--- src/rtl/shift_164_ctrl.sv ---
// shift_164_ctrl: sequencer that loads parallel words, MSB first, into a chain of
// cascaded 74164 serial-in/parallel-out shift registers. A word is taken over a
// valid/ready handshake. The chain's serial data, shift clock and master reset
// are generated from the system clock. done pulses once the chain holds the word,
// or once a clear of the chain has finished.
module shift_164_ctrl #(
  parameter int N_CHIPS = 1,
  parameter int CLKDIV  = 1
) (
  input  logic                 cp,
  input  logic                 n_mr,
  input  logic [8*N_CHIPS-1:0] din,
  input  logic                 din_valid,
  output logic                 din_ready,
  input  logic                 clr_req,
  output logic                 sr_ds,
  output logic                 sr_cp,
  output logic                 sr_n_mr,
  output logic                 busy,
  output logic                 done
);

  localparam int TOTAL = 8 * N_CHIPS;
  localparam int DW    = (CLKDIV > 1) ? $clog2(CLKDIV) : 1;
  localparam int BW    = $clog2(TOTAL + 1);
  localparam logic [DW-1:0] DLAST = DW'(CLKDIV - 1);
  localparam logic [BW-1:0] BTOT  = BW'(TOTAL);
  localparam logic [BW-1:0] BONE  = BW'(1);

  typedef enum logic [2:0] {
    S_IDLE  = 3'd0,
    S_CLEAR = 3'd1,
    S_SETUP = 3'd2,
    S_HIGH  = 3'd3,
    S_DONE  = 3'd4
  } state_t;

  state_t           state_q;
  logic [DW-1:0]    dcnt_q;
  logic [BW-1:0]    bcnt_q;
  logic [TOTAL-1:0] sreg_q;
  logic             clr_pend_q;
  logic             sr_ds_q;
  logic             sr_cp_q;
  logic             sr_n_mr_q;
  logic             din_ready_q;
  logic             busy_q;
  logic             done_q;

  // The current phase of the shift clock or clear pulse has run its full length.
  logic             dlast_d;
  // A clear has been requested, either now or earlier during a transfer.
  logic             clr_pend_d;

  assign dlast_d    = (dcnt_q == DLAST);
  assign clr_pend_d = clr_pend_q | clr_req;

  // Sequencer FSM. Every chain-facing output is a register, so sr_cp cannot glitch.
  // sr_ds and sr_n_mr are only updated on edges where sr_cp stays low or falls.
  always_ff @(posedge cp or negedge n_mr) begin
    if (!n_mr) begin
      state_q     <= S_CLEAR;
      dcnt_q      <= '0;
      bcnt_q      <= '0;
      sreg_q      <= '0;
      clr_pend_q  <= 1'b0;
      sr_ds_q     <= 1'b0;
      sr_cp_q     <= 1'b0;
      sr_n_mr_q   <= 1'b0;
      din_ready_q <= 1'b0;
      busy_q      <= 1'b1;
      done_q      <= 1'b0;
    end else begin
      done_q <= 1'b0;
      case (state_q)
        S_IDLE: begin
          // A clear wins over a word offered in the same cycle. That word is
          // not taken, even though din_ready was high in this cycle.
          if (clr_pend_d) begin
            state_q     <= S_CLEAR;
            clr_pend_q  <= 1'b0;
            dcnt_q      <= '0;
            sr_n_mr_q   <= 1'b0;
            sr_cp_q     <= 1'b0;
            sr_ds_q     <= 1'b0;
            din_ready_q <= 1'b0;
            busy_q      <= 1'b1;
          end else if (din_valid) begin
            state_q     <= S_SETUP;
            sreg_q      <= din;
            bcnt_q      <= BTOT;
            dcnt_q      <= '0;
            sr_ds_q     <= din[TOTAL-1];
            din_ready_q <= 1'b0;
            busy_q      <= 1'b1;
          end
        end
        S_SETUP: begin
          clr_pend_q <= clr_pend_d;
          sr_ds_q    <= sreg_q[TOTAL-1];
          if (dlast_d) begin
            dcnt_q  <= '0;
            sr_cp_q <= 1'b1;
            state_q <= S_HIGH;
          end else begin
            dcnt_q <= dcnt_q + DW'(1);
          end
        end
        S_HIGH: begin
          clr_pend_q <= clr_pend_d;
          if (dlast_d) begin
            dcnt_q  <= '0;
            sr_cp_q <= 1'b0;
            sreg_q  <= {sreg_q[TOTAL-2:0], 1'b0};
            bcnt_q  <= bcnt_q - BONE;
            if (bcnt_q == BONE) begin
              state_q <= S_DONE;
              done_q  <= 1'b1;
            end else begin
              // The next bit is presented on the same edge where sr_cp falls.
              state_q <= S_SETUP;
              sr_ds_q <= sreg_q[TOTAL-2];
            end
          end else begin
            dcnt_q <= dcnt_q + DW'(1);
          end
        end
        S_CLEAR: begin
          // clr_req is absorbed here because the chain is already being cleared.
          if (dlast_d) begin
            dcnt_q    <= '0;
            sr_n_mr_q <= 1'b1;
            state_q   <= S_DONE;
            done_q    <= 1'b1;
          end else begin
            dcnt_q <= dcnt_q + DW'(1);
          end
        end
        S_DONE: begin
          clr_pend_q  <= clr_pend_d;
          state_q     <= S_IDLE;
          busy_q      <= 1'b0;
          din_ready_q <= ~clr_pend_d;
        end
        default: begin
          state_q     <= S_CLEAR;
          dcnt_q      <= '0;
          sr_n_mr_q   <= 1'b0;
          sr_cp_q     <= 1'b0;
          sr_ds_q     <= 1'b0;
          din_ready_q <= 1'b0;
          busy_q      <= 1'b1;
        end
      endcase
    end
  end

  assign din_ready = din_ready_q;
  assign sr_ds     = sr_ds_q;
  assign sr_cp     = sr_cp_q;
  assign sr_n_mr   = sr_n_mr_q;
  assign busy      = busy_q;
  assign done      = done_q;

endmodule
--- config.mk ---
export PLATFORM = sky130hd
export DESIGN_NAME = shift_164_ctrl
export DESIGN_NICKNAME = d
export VERILOG_FILES = /design/src/rtl/shift_164_ctrl.sv
export SDC_FILE = /design/constraint.sdc
export NUM_CORES = 1
export LEC_CHECK = 0
export BUFFER_PORTS_ARGS = -buffer_cell sky130_fd_sc_hd__buf_4
export CAP_MARGIN = 20
export CORE_ASPECT_RATIO = 0.7
export CORE_MARGIN = 4
export CORE_UTILIZATION = 40
export DETAILED_ROUTE_END_ITERATION = 8
export PLACE_DENSITY = 0.57
export REMOVE_ABC_BUFFERS = 1
export SLEW_MARGIN = 20
export SYNTH_ARGS = -nofsm -noshare
export SYNTH_HDL_FRONTEND = slang
export SYNTH_SLANG_ARGS = --single-unit
--- constraint.sdc ---
create_clock -name cp -period 2.42 [get_ports cp]
set_clock_uncertainty 0.1 [all_clocks]
set_input_delay 0.121 -clock cp [delete_from_list [all_inputs] [get_ports cp]]
set_output_delay 0.121 -clock cp [all_outputs]
set_load 0.05 [all_outputs]
==> results of run 1 <==
## state kept, by name (all words and copies together), names as in the netlist
name	flops
bcnt_q	4
busy	1
clr_pend_q	1
din_ready	1
done	1
sr_cp	1
sr_ds	1
sr_n_mr	1
sreg_q	8
state_q	3
## where the power goes
group          switching [mW]  internal (mW)
clock                   0.112          0.145
combinational           0.457          0.416
sequential              0.199          0.548
total                   0.768           1.11
## area by class of cell
| type | count | area (um^2) | area share, % |
|---|---|---|---|
| inverters | 4 | 15.01 | 1.066 |
| multi-input cells | 71 | 595.6 | 42.27 |
| well taps | 36 | 45.04 | 3.197 |
| clock buffers | 4 | 55.05 | 3.908 |
| flip-flops and latches | 22 | 553.0 | 39.25 |
| repair buffers | 19 | 145.1 | 10.30 |
## synthesized netlist by cell type (3+ instances only)
cell / instances / area share, %
inv_1: 4 / 1.2
nor2_1: 6 / 1.9
nor3_1: 4 / 1.7
mux2_4: 11 / 14
o21ai_0: 11 / 4.6
a21oi_1: 3 / 1.2
o21a_1: 5 / 3.1
mux2_2: 3 / 2.8
nor3b_1: 3 / 1.9
dfrtp_1: 20 / 42
nand2_1: 4 / 1.2
## cells by family after synthesis
kind of cell               after synthesis
DFF                                     22
muxes                                   15
AOI/OAI and AO/OA                       27
and+or+nand+nor                         26
adders and majority gates                2
buffers and inverters                    9
xor gates and xnor gates                 1
## layout by cell type, fill, tap and decap left out, types with 2 or more instances in the layout
cell type and count:
o21ai_0 11, nor3b_1 3, mux2_4 11, nor2_1 6, inv_1 4, o21a_1 5, dfrtp_1 20, nor2b_1 2
nor3_1 4, o31ai_1 2, clkbuf_8 4, nand2b_1 2, mux2_2 3, o22ai_1 2, dfstp_2 2, a21oi_1 3
nand2_1 4, ha_1 2, buf_4 18
## worst min path at each step
stage	end	slack, ns
3_5_place_dp	sr_ds	-0.07
3_3_place_gp	sr_ds	-0.07
4_1_cts	sreg_q[0]	0.003
2_1_floorplan	bcnt_q[0]	-0.27
5_1_grt	sreg_q[0]	0.02
6_report	sreg_q[0]	0.01
## critical path, cell delays in order, from the launching register on
cell and delay (ns):
dfrtp_1 0.55, nor4_4 0.40, a22oi_2 0.19, nor2_8 0.25
mux2_4 0.32
## stage by stage
stage                     setup slack (ns)  cells  hold slack (ns)  instance area (um^2)
final                               0.4886    156          0.01124                  1409
after global routing                0.3959    156          0.02151                  1409
after CTS                           0.4813    156         0.002894                  1409
after detailed placement            0.4963    151         -0.07138                  1344
after global placement              0.5769    151         -0.07247                  1344
after floorplan                     0.6003     97          -0.2746                  1164
## per-layer routing
layer	up-vias	GRT usage, %
li1	402	-
met1	397	17.24
met2	20	19.71
met3	2	4.478
met4	0	3.614
met5	-	0
## what timing repair did
| item | CTS | global route |
|---|---|---|
| hold buffers | 1 | 0 |
| setup endpoints to repair | 0 | 0 |
| hold endpoints to repair | 22 | 0 |
| setup buffers | 0 | 0 |
==> summary.txt, run 1 <==
Floorplan
  – Die H: 53.90 um
  – IO Pins: 18
  – Cell Rows: 16
  – Die area: between 0.003 and 0.004 mm^2
  – Starting density of the core: roughly 42%
  – Die W: between 70 and 80 um
  – Core area: 0.002843 mm^2

Clocking
  – Clk pin slew, worst setup/hold paths: roughly 0.08 ns
  – Worst-Skew Late Latency: 0.26 ns
  – CTS buffer count: 3
  – TritonCTS clock tree: built
  – Cts repair resizes: 0
  – CTS Buffer Depth: 2
  – H-tree depth: 1
  – Sink Count: 22
  – Root Buffer: clkbuf_8

Timing
  – Fmax: 517.8 MHz
  – Setup TNS: 0 ns
  – Fin crit period: around 1.9 ns
  – Least-Margin Pin Slew: 0.4599 ns
  – Pins Over Slew Limit: 0
  – Fin. Hold Viols: 0
  – Final period util: 79.81%
  – Final Setup Violations: 0
  – Max transition margin: 69.34%
  – RSZ-0062 raised after global routing: false

Worst hold path
  – Hold depth: 3
  – Min-delay src: din[0]
  – Worst Hold Class: input pin to flip-flop

Synthesis
  – Simple-gate portion of the synthesized area: between 10 and 15%
  – Post-Synth XOR/XNOR Area: less than 1%
  – Synth Area in Adders: under 10%
  – Cell area after synthesis: around 0.0012 mm^2
  – Ys Warns: 0
  – Mux cell area share after synthesis: 17.36%
  – Post-synth EDFFs: 0
  – Synth Flop Type: dfrtp_1
  – Avg Cell Area, Syn: ~12 um^2
  – Seq/Total Area, Yosys: 45.95%
  – Post-synth ARST share: 100.0%
  – Mapped Cells: 102
  – Flops & latches, synth: 22
  – Synth unique cells: 31
  – Compound-cell area share of the yosys netlist: ~14%
  – Main combinational cell family by area after synthesis: multiplexers

Route
  – Drt first pass iters: 4
  – Uppermost layer routed: met4
  – Final wirelength: ~2.3 mm
  – Via count: ~800
  – Met3 routed WL: roughly 120 um
  – Vias per std cell: 5.263
  – DRC Markers: 0
  – Drt wl/cell: 14.51 um
  – DRT met1 WL: 1.057 mm
  – Final ANT Viol Nets: 0
  – DRT iter0 DRCs: 90
  – Routed wl met2: between 1 and 1.5 mm

Global route
  – Antenna violations before repair: 0
  – Total track usage: between 10% and 20%
  – First-pass GRT wire length: roughly 3.8 mm
  – Largest net degree at the start of global routing: 23
  – Number of global-route vias before repair: between 700 and 800
  – Grt total ovfl: 0

Power
  – PwrDens: about 1300 mW/mm^2
  – Pleak: about 0.64 nW
  – Worst ir drop on vdd: just over 0.7 mV
  – Post-layout power: 1.877 mW

Critical path
  – Critical-path maximum fanout: 11
  – Reg2Reg Setup Slack: between 0.4 and 0.5 ns
  – Critical Path Start Type: flip-flop
  – CP startpoint: state_q[1]
  – Crit path arrival time: between 1.5 and 2 ns
  – Crit. End Element: flip-flop
  – Required time of the critical path: ~2.5 ns
  – Worst Setup EP: sreg_q[4]
  – Cells on worst reg2reg path: 4
  – Critical path type: flip-flop to flip-flop
  – R2r endpoint: sreg_q[4]
  – FF-to-FF Start: state_q[1]

Final layout
  – Final core occ: 49.56%
  – Share of cells above drive strength 1: between 30% and 40%
  – Ant diodes: 0
  – Filler instances: 268
  – P&R area growth vs syn: 17.05%
  – # nets final: about 140

Flow run
  – Max-Cap Viols: 0

Run status
  – Status: finished, final reports clean

Place
  – Post-DP HPWL: between 1.5 and 2 mm
  – Placer Congestion: 0.7935
  – Port bufs: 17
Note: power is estimated with default switching activity, not from simulation.
==> inputs of run 2 (changes only) <==
clock period = 1.9 ns   (was 2.42 ns; I/O delays follow)
==> summary.txt, run 2 (synthesized netlist as in run 1, its figures left out) <==
Clocking
  – Clk pin slew, worst setup/hold paths: roughly 0.080 ns
  – TritonCTS clock tree: built
  – Worst-Skew Late Latency: between 0.2 and 0.3 ns
  – H-tree depth: 1
  – CTS buffer count: 3
  – Sink Count: 22
  – Root Buffer: clkbuf_8
  – CTS Buffer Depth: 2

Floorplan
  – Die W: 73.57 um
  – Starting density of the core: between 40% and 50%
  – IO Pins: 18
  – Core area: about 0.0028 mm^2
  – Die H: approximately 54 um
  – Cell Rows: 16
  – Die area: a little under 0.004 mm^2

Run status
  – Status: finished, final reports clean

Route
  – Drt first pass iters: 4
  – Vias per std cell: approximately 5.4
  – Final wirelength: about 2.4 mm
  – DRC Markers: 0
  – Via count: just under 900
  – Final ANT Viol Nets: 0
  – Drt wl/cell: 15.11 um
  – DRT iter0 DRCs: 80

Place
  – Post-DP HPWL: 1.707 mm
  – Placer Congestion: 0.7793
  – Pre-CTS WS: between 0.2 and 0.25 ns
  – Post-Place Cells: between 150 and 200
  – Port bufs: 17

Global route
  – Antenna violations before repair: 0
  – Total track usage: between 10% and 20%
  – Number of global-route vias before repair: between 800 and 900
  – Largest net degree at the start of global routing: 23
  – Grt total ovfl: 0
  – First-pass GRT wire length: between 4 and 5 mm

Critical path
  – Crit path arrival time: 1.75 ns
  – Required time of the critical path: 1.95 ns
  – Critical-path maximum fanout: 9
  – Crit. End Element: flip-flop
  – Critical path type: flip-flop to flip-flop
  – Critical Path Start Type: flip-flop

Final layout
  – P&R area growth vs syn: 18.92%
  – Share of cells above drive strength 1: around 35%
  – # nets final: 139
  – Most frequent cells in the layout: 21 x buf_4, 20 x dfrtp_1, 11 x mux2_4, 11 x o21ai_0, 6 x nor2_1
  – Ant diodes: 0
  – Max reg flops: 8
  – Largest register by flop count: sreg_q
  – Filler instances: ~260
  – Largest registers: sreg_q (8), bcnt_q (4), state_q (3)
  – Most common cell after layout, fill and taps aside: buf_4
  – Non-filler cells, final: 160

Timing
  – RSZ-0062 raised after global routing: false
  – Fin crit period: 1.699 ns
  – Final Setup Violations: 0
  – PnR worst setup slack: 0.2009 ns
  – Hold_ws: about 0.030 ns
  – Final period util: approximately nine tenths
  – Setup TNS: 0 ns
  – Pins Over Slew Limit: 0
  – Least-Margin Pin Slew: around 0.42 ns
  – Max transition margin: a little under three quarters
  – Fmax: 588.5 MHz
  – Fin. Hold Viols: 0

Power
  – Pleak: ~0.66 nW
  – PwrDens: around 1700 mW/mm^2
  – Worst ir drop on vdd: between 0.9 and 1 mV
  – Post-layout power: roughly 2.4 mW

Flow run
  – Max-Cap Viols: 0

Worst hold path
  – Worst Hold Class: input pin to flip-flop
==> run 2: power by group <==
| group | switching, mW | internal [mW] |
|---|---|---|
| Clock | 0.151 | 0.149 |
| Sequential | 0.196 | 0.698 |
| Combinational | 0.654 | 0.566 |
==> run 2: worst max-delay path, stage by stage (launching register included) <==
cell	delay [ns]
dfstp_2	0.62
nor4_4	0.07
a22oi_2	0.37
nor2_8	0.11
mux2_4	0.31
==> run 2: area by class of cell <==
class | count | area (um^2) | area share [%]
flip-flops and latches | 22 | 553.0 | 38.64
well taps | 36 | 45.04 | 3.147
repair buffers | 23 | 177.7 | 12.41
clock buffers | 4 | 45.04 | 3.147
multi-input cells | 71 | 595.6 | 41.61
inverters | 4 | 15.01 | 1.049
==> run 2: metal layers <==
layer / wire (um) / up-vias / global-route usage (%)
met4: 15 / 0 / 4.518
met1: 1247 / 443 / 19.70
met5: 0 / - / 0
met3: 79 / 2 / 4.104
li1: - / 409 / -
met2: 1076 / 12 / 20.29
==> run 2: through the flow <==
step | area, um^2 | util, %
after floorplan | 1164 | -
after global placement | 1366 | 48.06
after detailed placement | 1366 | 48.06
after CTS | 1431 | 50.35
after global routing | 1431 | 50.35
final | 1431 | 50.35
==> run 2: timing repair <==
action | CTS | global route
setup endpoints to repair | 0 | 0
endpoints found under the hold margin | 23 | 0
hold buffers | 2 | 0
gates resized for setup | 0 | 0
setup buffers | 0 | 0
==> run 2: path summary, 6_finish.rpt <==
kind	cells after the start	slack (ns)	endpoint	startpoint
worst min register to register	1	0.42	sreg_q[4]	sreg_q[4]
max in group asynchronous	2	1.26	state_q[0]	n_mr
min in group asynchronous	2	0.16	sr_cp	n_mr
worst max register to register	4	0.20	sreg_q[2]	state_q[0]
worst max-delay path	4	0.20	sreg_q[2]	state_q[0]
worst min-delay path	3	0.03	state_q[1]	din_valid
